--- src/rtl/barrel_seq_shift_register.sv ---
// Multi-position shift register that performs one single-bit shift per cycle.
// It supports four fill modes, a start/busy/done handshake and a serial output.
module barrel_seq_shift_register #(
  parameter int WIDTH = 8,
  parameter int CNT_W = 4
) (
  input  logic             clk,
  input  logic             rst,
  input  logic             clear,
  input  logic             load,
  input  logic [WIDTH-1:0] data_in,
  input  logic             start,
  input  logic             dir,
  input  logic [1:0]       mode,
  input  logic [CNT_W-1:0] amount,
  input  logic             serial_in,
  output logic [WIDTH-1:0] data_out,
  output logic             serial_out,
  output logic             busy,
  output logic             done
);

  typedef enum logic {IDLE, SHIFT} state_t;

  state_t             state, state_n;
  logic [WIDTH-1:0]   data_q, data_n;
  logic               serial_q, serial_n;
  logic               done_q, done_n;
  logic [CNT_W-1:0]   remaining, remaining_n;
  logic               dir_q, dir_n;
  logic [1:0]         mode_q, mode_n;

  logic               fill;
  logic [WIDTH-1:0]   shifted;
  logic               shifted_out;

  // A single-bit shift of the current contents, using the direction and mode latched at start.
  always_comb begin
    fill        = 1'b0;
    shifted     = data_q;
    shifted_out = 1'b0;
    if (!dir_q) begin
      case (mode_q)
        2'b00:   fill = 1'b0;
        2'b01:   fill = data_q[WIDTH-1];
        2'b10:   fill = data_q[0];
        default: fill = serial_in;
      endcase
      shifted     = {fill, data_q[WIDTH-1:1]};
      shifted_out = data_q[0];
    end else begin
      case (mode_q)
        2'b10:   fill = data_q[WIDTH-1];
        2'b11:   fill = serial_in;
        default: fill = 1'b0;
      endcase
      shifted     = {data_q[WIDTH-2:0], fill};
      shifted_out = data_q[WIDTH-1];
    end
  end

  always_comb begin
    state_n     = state;
    data_n      = data_q;
    serial_n    = serial_q;
    done_n      = 1'b0;
    remaining_n = remaining;
    dir_n       = dir_q;
    mode_n      = mode_q;

    if (clear) begin
      state_n     = IDLE;
      data_n      = '0;
      serial_n    = 1'b0;
      remaining_n = '0;
    end else begin
      case (state)
        IDLE: begin
          if (load) data_n = data_in;
          if (start) begin
            dir_n       = dir;
            mode_n      = mode;
            remaining_n = amount;
            // A zero-length request completes immediately and does not enter SHIFT.
            if (amount == '0) done_n = 1'b1;
            else              state_n = SHIFT;
          end
        end
        SHIFT: begin
          data_n      = shifted;
          serial_n    = shifted_out;
          remaining_n = remaining - CNT_W'(1);
          if (remaining == CNT_W'(1)) begin
            state_n = IDLE;
            done_n  = 1'b1;
          end
        end
        default: state_n = IDLE;
      endcase
    end
  end

  always_ff @(posedge clk or posedge rst) begin
    if (rst) begin
      state     <= IDLE;
      data_q    <= '0;
      serial_q  <= 1'b0;
      done_q    <= 1'b0;
      remaining <= '0;
      dir_q     <= 1'b0;
      mode_q    <= 2'b00;
    end else begin
      state     <= state_n;
      data_q    <= data_n;
      serial_q  <= serial_n;
      done_q    <= done_n;
      remaining <= remaining_n;
      dir_q     <= dir_n;
      mode_q    <= mode_n;
    end
  end

  assign data_out   = data_q;
  assign serial_out = serial_q;
  assign busy       = (state == SHIFT);
  assign done       = done_q;

endmodule

--- config.mk ---
export PLATFORM = sky130hd
export DESIGN_NAME = barrel_seq_shift_register
export DESIGN_NICKNAME = d
export VERILOG_FILES = /design/src/rtl/barrel_seq_shift_register.sv
export SDC_FILE = /design/constraint.sdc
export NUM_CORES = 1
export LEC_CHECK = 0
export BUFFER_PORTS_ARGS = -buffer_cell sky130_fd_sc_hd__buf_2
export CAP_MARGIN = 20
export CORE_MARGIN = 3
export CORE_UTILIZATION = 44
export CTS_CLUSTER_DIAMETER = 200
export DETAILED_ROUTE_END_ITERATION = 10
export GPL_ROUTABILITY_DRIVEN = 0
export PLACE_DENSITY = 0.7
export SKIP_LAST_GASP = 1
export SYNTH_ARGS = -nofsm -noshare
export SYNTH_HDL_FRONTEND = slang
export SYNTH_SLANG_ARGS = --single-unit
--- constraint.sdc ---
create_clock -name clk -period 1.24 [get_ports clk]
set_input_delay 0.124 -clock clk [delete_from_list [all_inputs] [get_ports clk]]
set_output_delay 0.124 -clock clk [all_outputs]
set_load 0.02 [all_outputs]
; After elaboration in Yosys (flattened, before gate mapping)
; Index checks and enable logic that the tools add are counted.
[word_totals]
ramBits = 0
out_inout_bits = 11
input_bits = 21
mem_count = 0
regBits = 18
latch_bits = 0
mem_bits_ro = 0
[op_classes]
n_eq_ne = 7
mul = 0
div_mod_pow = 0
addsub = 1
bitwise_logic = 2
muxes = 22
n_lt_le_gt_ge = 0
shift = 0
n_reduce_logical = 5
[op_table]
columns = operator, count
row1 = 8-bit two-way mux, 3
row2 = 8-bit case mux with 2 select lines, 1
row3 = 1-bit two-way mux, 11
row4 = 4-bit two-way mux, 2
row5 = 4-bit case mux with 2 select lines, 1
row6 = 3-bit != test (second input constant), 2
row7 = 1-bit case mux with 2 select lines, 3
row8 = 2-bit equality test (second input constant), 2
row9 = 4-bit by 1-bit equality test with 1-bit output (second input constant), 1
row10 = 4-bit zero test, 1
row11 = 4-bit != test (second input constant), 1
row12 = 4-bit by 1-bit subtractor with 4-bit output (second input constant), 1
row13 = 1-bit case mux with 3 select lines, 1
row14 = 3-bit AND reduction, 1
row15 = 2-bit by 1-bit equality test with 1-bit output (second input constant), 1
row16 = 2-bit zero test, 1
row17 = 1-bit inverter, 2
row18 = 2-bit AND reduction, 1
row19 = 2-bit nonzero test, 1

; Depth between registers and ports, before layout
; Gate-level depths: netlist of the first run.
[depth]
ltp_word = 5
mapped_depth = 5
mapped_depth_nobuf = 5

; Worst setup path before layout of the first run
; No wires, ideal clock.
[synth_path]
kind = reg-to-reg
startpoint = register state (netlist: busy)
endpoint = register remaining[0]
stages_incl_launch_ff = 5
synth_period_minus_slack_ps = 1239
t_required_ps = 1108
n_path_buf = 2
path_slack_ps = 1
setup_time_ps = 132
t_arrival_ps = 1107
cell_sequence = dfrtp_1 buf_6 buf_4 a221oi_1 nor2_1
[synth_between]
elab_chain_cells = 3
elab_cells_between_ends = 4
[synth_lines]
columns = element, line
row1 = "start, declared", 25  ; state_t state, state_n;
row2 = "start signal, assigned", 113  ; state <= state_n;
row3 = 1-bit inverter (no line), --
row4 = 4-bit case mux with 2 select lines, 77  ; case (state)
row5 = 4-bit two-way mux, 71  ; if (clear) begin
row6 = "end signal, assigned", 117  ; remaining <= remaining_n;
row7 = "end, declared", 29  ; logic [CNT_W-1:0] remaining, remaining_n;
; Parallel ways exist; a longest one is shown, timed or not.
; A chain may end at the register's enable or synchronous reset.

; Worst setup path in the final report of the first run
[layout_path]
startpoint = register state (netlist: busy)
endpoint = register dir_q
[layout_between]
elab_chain_cells = 2
[layout_lines]
columns = element, line
row1 = 1-bit inverter (no line), --
row2 = 3-bit AND reduction (no line), --
row3 = "end signal, assigned", 118  ; dir_q <= dir_n;
row4 = "end, declared", 30  ; logic dir_q, dir_n;
; Every way passes these cells.

==> results of run 1 <==
==> routing by layer <==
metal	up-vias	part of all wire	GRT usage
met5	-	0	0
met4	0	0.011	0.0712
met3	4	0.047	0.0325
met2	21	0.52	0.279
met1	458	0.43	0.201
li1	463	-	-
==> placed cells by master (no fill, tap or decap), types with 2 or more instances in the layout <==
cell / count
nand2b_1: 2
nor4_1: 2
ha_1: 2
nor3b_1: 2
and2b_2: 6
a211oi_1: 17
nor2_1: 7
mux2i_1: 7
a32oi_1: 2
clkbuf_4: 3
nor2b_1: 3
a21oi_1: 3
buf_4: 7
inv_1: 5
buf_2: 31
dfrtp_1: 17
mux2_2: 4
==> metrics by stage <==
stage	hold WS, ns	instances	setup TNS (ns)	util	worst slack, ns
5_1_grt	0.0370	169	-0.00522	0.580	-0.00522
2_1_floorplan	0.0626	105	0	-	0.000944
6_report	0.0505	169	0	0.580	0.0405
4_1_cts	0.0351	169	0	0.578	0.0130
3_3_place_gp	0.151	164	0	0.558	0.101
3_5_place_dp	0.155	164	0	0.558	0.0432
==> critical path: cells and delay by family (launching register included) <==
family        cells  cell delay (ns)
simple gates      2             0.30
flops             1             0.46
mux               1             0.33
==> path summary, 6_finish.rpt <==
check,end,slack (ns),cells past startpoint
setup / recovery,dir_q,0.04,3
hold / removal,mode_q[0],0.05,2
setup reg to reg,dir_q,0.04,3
hold reg to reg,serial_out,0.56,2
max in group asynchronous,busy,0.65,4
min in group asynchronous,data_out[7],0.38,4
==> logic make-up after synthesis <==
group,synth area share
simple gates,0.177
compound gates,0.207
flops,0.411
buf+inv,0.0696
mux,0.105
fa+ha+maj,0.0228
xor+xnor,0.00799
==> final cells by class <==
class	count	area [µm²]	area share
clock buffer	4	36.3	0.0273
inverter	5	18.8	0.0141
multi-input combinational	75	572	0.430
sequential	18	452	0.339
tap	28	35.0	0.0263
timing repair buffer	39	218	0.164
==> cell usage after synthesis (2+ instances only) <==
cell type	instances	area, µm²
nor2b_1	3	18.8
inv_1	5	18.8
a21oi_1	3	15.0
mux2i_1	7	70.1
a32oi_1	2	17.5
nor4_1	2	12.5
ha_1	2	25.0
mux2_2	4	45.0
a211oi_1	17	128
and2b_2	6	52.6
nor3b_1	2	15.0
dfrtp_1	18	450
nor2_1	8	30.0
buf_6	3	33.8
buf_4	2	15.0
nand2b_1	2	12.5
==> what timing repair did <==
item,in CTS,in global routing
hold buffers,1,0
endpoints found under the setup margin,0,5
gates resized for setup,0,2
endpoints found under the hold margin,18,0
==> flip-flops by register name, indices dropped and copies added, names as in the netlist <==
register    cells
done            1
busy            1
mode_q          2
data_out        8
remaining       4
dir_q           1
serial_out      1
==> where the power goes <==
part	leakage (nW)	total [mW]	switching, mW	internal, mW
clock network	0.0210	0.371	0.192	0.179
logic	0.398	0.480	0.242	0.238
registers	0.231	0.737	0.0809	0.656
==> results.tsv, run 1 <==
stage	metric	value	unit
final_layout	fillCellCount	217	
critical_path	worstSetupPathType	flip-flop to flip-flop	
routing	drt_iter0_drc	11	
cts	root_buffer	clkbuf_4	
synthesis	synth_nets	128	
timing	max_slew_margin	0.772	
hold_path	hold_path.class	input port to flip-flop	
routing	vias_per_cell	5.60	
place	dp_hpwl	1.83	mm
critical_path	crit_start	busy	
floorplan	die_h	55.9	µm
synthesis	synthCells	105	
routing	drc	0	
critical_path	slowest_stage	dfrtp_2	
timing	finClkSkew	0.00246	ns
timing	rsz0062_at_grt	yes	
grt	grt-ovfl-total	0	
critical_path	critPathLaunchType	flip-flop	
final_layout	antennaDiodeCount	0	
final_layout	finish.instance_area	1330	µm²
cts	cts.path.max_buffers	2	
pwr	power_density	1190	nW/µm²
routing	wl_per_cell	14.5	µm
cts	post_cts.repair.setup_buffers	0	
floorplan	dieWidth	55.9	µm
grt	antenna_found_initial	0	
floorplan	pin_count	32	
critical_path	critical_path.cell_chain	nor2_2 -> and2_4 -> mux2_2	
synthesis	ys_seq_area_frac	0.411	
critical_path	endpoint_kind	flip-flop	
floorplan	fp.coreArea	2300	µm²
final_layout	nets	165	
synthesis	ys_warn_count	0	
grt	grt_usage	0.164	
cts	cts_tree	built	
place	placed_area	1280	µm²
critical_path	r2r-start	busy	
final_layout	drive_gt1_frac	0.404	
run	drv_cap	0	
synthesis	async_reset_ff_frac	1.00	
floorplan	num_rows	17	
synthesis	ys_ff_latch	18	
cts	clock_latency	0.30	ns
routing	routed_wl	2.45	mm
grt	grt_max_degree	19	
critical_path	worstPathArrival	1.39	ns
pwr	p_leak	0.650	nW
routing	drtAntennaViolNets	0	
critical_path	crit_fanout	7	
timing	hold_viol	0	
grt	grt_pass1_wl	4.12	mm
synthesis	synth_edf_count	0	
cts	cts_sinks	18	
synthesis	ys.flop_type	dfrtp_1	
cts	cts_buffers	3	
place	io_buffers	31	
grt	grt_pass1_vias	885	
timing	tightest_slew	0.339	ns
floorplan	dieArea	3130	µm²
timing	fmax	834	MHz
run_status	outcome	finished, final reports clean	
floorplan	start_util	0.477	
pwr	ir_drop	0.591	mV
synthesis	synth.distinct_cells	35	
synthesis	syn_avg_cell_area	10.4	µm²
routing	vias	946	
cts	path_clk_slew	0.11	ns
critical_path	slowest_delay	0.46	ns
routing	first_pass_iters	4	
timing	period_minus_slack	1.20	ns
final_layout	area_growth	21.5	%
timing	period_share	0.967	
critical_path	critPathRequiredTime	1.43	ns
timing	drv_slew	0	
pwr	totalPowerFinal	1.59	mW
cts	htreeDepth	1	
synthesis	syn_area	1100	µm²
hold_path	min_from	mode[0]	
timing	finalSetupViolations	0	
Power figures use the tool's default switching activity.
==> run 2: changes to the inputs <==
--- a/config.mk
+++ b/config.mk
@@ -12,7 +12,7 @@
 export CTS_CLUSTER_DIAMETER = 200
 export DETAILED_ROUTE_END_ITERATION = 10
 export GPL_ROUTABILITY_DRIVEN = 0
-export PLACE_DENSITY = 0.7
+export PLACE_DENSITY = 0.72
 export SKIP_LAST_GASP = 1
 export SYNTH_ARGS = -nofsm -noshare
 export SYNTH_HDL_FRONTEND = slang
==> constraint.sdc (replaced) <==
create_clock -name clk -period 1.4 [get_ports clk]
set_input_delay 0.14 -clock clk [delete_from_list [all_inputs] [get_ports clk]]
set_output_delay 0.14 -clock clk [all_outputs]
set_load 0.02 [all_outputs]
==> run 2 against run 1 <==
Effect of this change:
- global-route usage rose by 0.75 points
- hold slack better by 0.032 ns
- combinational power down 15%
- clock skew down 0.00055 ns
- sequential cell count did not move
- wire length is 2.5% higher
- final area down 2.4%
- die area unchanged
- register-to-register slack improved by 0.15 ns
- via count up 0.11%
- sequential share of layout area rose by 0.75 points
- critical path type unchanged
==> results.tsv, run 2 (synthesized netlist as in run 1, its figures left out) <==
stage	metric	value	unit	change
floorplan	dieWidth	55.9	µm	unchanged
critical_path	critPathRequiredTime	1.62	ns	was 1.43 ns
critical_path	crit_start	busy		unchanged
timing	tightest_slew	0.319	ns	was 0.339 ns
timing	hold_viol	0		unchanged
timing	period_minus_slack	1.21	ns	was 1.20 ns
run_status	outcome	finished, final reports clean		unchanged
cts	root_buffer	clkbuf_4		unchanged
cts	cts_buffers	3		unchanged
pwr	p_leak	0.634	nW	was 0.650 nW
critical_path	r2r_slack	0.19	ns	was 0.04 ns
critical_path	setup.worst_path.end	data_out[0]		was dir_q
pwr	power_density	1020	nW/µm²	was 1190 nW/µm²
critical_path	worstPathArrival	1.43	ns	was 1.39 ns
final_layout	largest_reg_flops	8		unchanged
routing	drc	0		unchanged
floorplan	dieArea	3130	µm²	unchanged
final_layout	finish.instance_area	1300	µm²	was 1330 µm²
timing	rsz0062_at_grt	no		was yes
critical_path	critPathLaunchType	flip-flop		unchanged
final_layout	final_util	0.565		was 0.580
pwr	totalPowerFinal	1.32	mW	was 1.59 mW
timing	drv_slew	0		unchanged
pwr	ir_drop	0.536	mV	was 0.591 mV
floorplan	start_util	0.477		unchanged
grt	grt_max_degree	20		was 19
final_layout	antennaDiodeCount	0		unchanged
timing	period_share	0.865		was 0.967
run	drv_cap	0		unchanged
hold_path	hold_path.class	input port to flip-flop		unchanged
final_layout	most-common-layout-cells	31 x buf_2, 18 x dfrtp_1, 17 x a211oi_1		was 31 x buf_2, 17 x a211oi_1, 17 x dfrtp_1
critical_path	endpoint_kind	flip-flop		unchanged
routing	first_pass_iters	4		unchanged
place	dp_hpwl	1.90	mm	was 1.83 mm
routing	wl_met1	1.10	mm	was 1.04 mm
routing	drtAntennaViolNets	0		unchanged
critical_path	critical_path.cell_chain	buf_4 -> nor3b_1 -> a211o_1 -> a21oi_1		was nor2_2 -> and2_4 -> mux2_2
timing	hold_ws	0.0827	ns	was 0.0505 ns
grt	grt_usage	0.172		was 0.164
cts	clock_latency	0.29	ns	was 0.30 ns
routing	met3_length	112	µm	was 116 µm
routing	maxUsedRoutingLayer	met3		was met4
timing	finClkSkew	0.00191	ns	was 0.00246 ns
routing	vias_per_cell	5.70		was 5.60
grt	grt-ovfl-total	0		unchanged
critical_path	r2r-start	busy		unchanged
critical_path	ff2ff_path_depth	4		was 3
cts	cts_tree	built		unchanged
critical_path	crit_buf_inv	1		was 0
grt	grt_pass1_wl	4.35	mm	was 4.12 mm
floorplan	pin_count	32		unchanged
grt	antenna_found_initial	0		unchanged
critical_path	slowest_stage	dfrtp_1		was dfrtp_2
routing	routed_wl	2.51	mm	was 2.45 mm
routing	vias	947		was 946
routing	drt_iter0_drc	28		was 11
cts	cts.path.max_buffers	2		unchanged
timing	fmax	825	MHz	was 834 MHz
timing	fin_setup_tns	0	ns	unchanged
cts	cts_resized	0		unchanged
critical_path	cp.depth	4		was 3
timing	finalSetupViolations	0		unchanged
final_layout	drive_gt1_frac	0.377		was 0.404
critical_path	r2r-end	data_out[0]		was dir_q
place	io_buffers	31		unchanged
critical_path	crit_fanout	19		was 7
critical_path	slowest_delay	0.42	ns	was 0.46 ns
critical_path	critPathTopFamily	flip-flops		unchanged
timing	max_slew_margin	0.785		was 0.772
final_layout	layout_commonest_cell	buf_2		unchanged
floorplan	num_rows	17		unchanged
routing	wl_per_cell	15.1	µm	was 14.5 µm
cts	path_clk_slew	0.10	ns	was 0.11 ns
floorplan	fp.coreArea	2300	µm²	unchanged
floorplan	die_h	55.9	µm	unchanged
routing	met2_wirelength	1.29	mm	was 1.26 mm
grt	grt_pass1_vias	994		was 885
cts	htreeDepth	1		unchanged
final_layout	nets	163		was 165
final_layout	area_growth	18.5	%	was 21.5%
place	placed_area	1270	µm²	was 1280 µm²
critical_path	worstSetupPathType	flip-flop to flip-flop		unchanged
cts	cts_sinks	18		unchanged
[run 2: how the worst min path moves through the flow]
stage	startpoint	to	slack, ns	depth (start not counted)
after floorplan	rst	busy	0.08	1
after global placement	rst	done	0.17	3
after detailed placement	rst	done	0.17	3
after CTS	mode[0]	mode_q[0]	0.08	2
after global routing	mode[1]	mode_q[1]	0.07	2
final	mode[1]	mode_q[1]	0.08	2
[run 2: stage by stage]
step / cells / setup slack, ns
2_1_floorplan: 105 / 0.161
3_3_place_gp: 162 / 0.247
3_5_place_dp: 162 / 0.229
4_1_cts: 166 / 0.202
5_1_grt: 166 / 0.0756
6_report: 166 / 0.188
[run 2: layout make-up]
class | instances | area, µm²
Fill cell | 215 | 998
Multi-Input combinational cell | 75 | 569
Sequential cell | 18 | 450
Timing Repair Buffer | 37 | 203
Tap cell | 28 | 35.0
Clock buffer | 3 | 22.5
Inverter | 5 | 18.8
[run 2: report_power, final]
part           total, mW  switching, mW  internal, mW
logic              0.409          0.209         0.200
clock network      0.256          0.156        0.0999
registers          0.657         0.0765         0.580
total               1.32          0.442         0.880
[run 2: repair_timing]
action | CTS | global route
endpoints found under the setup margin | 0 | 0
hold endpoints to repair | 18 | 0
buffers inserted | 0 | 0
hold buffers | 1 | 0
[run 2: layer usage]
metal  GRT usage  vias to the layer above
met5           0                        -
met3      0.0325                        0
li1            -                      457
met1       0.190                      470
met4      0.0746                        0
met2       0.316                       20
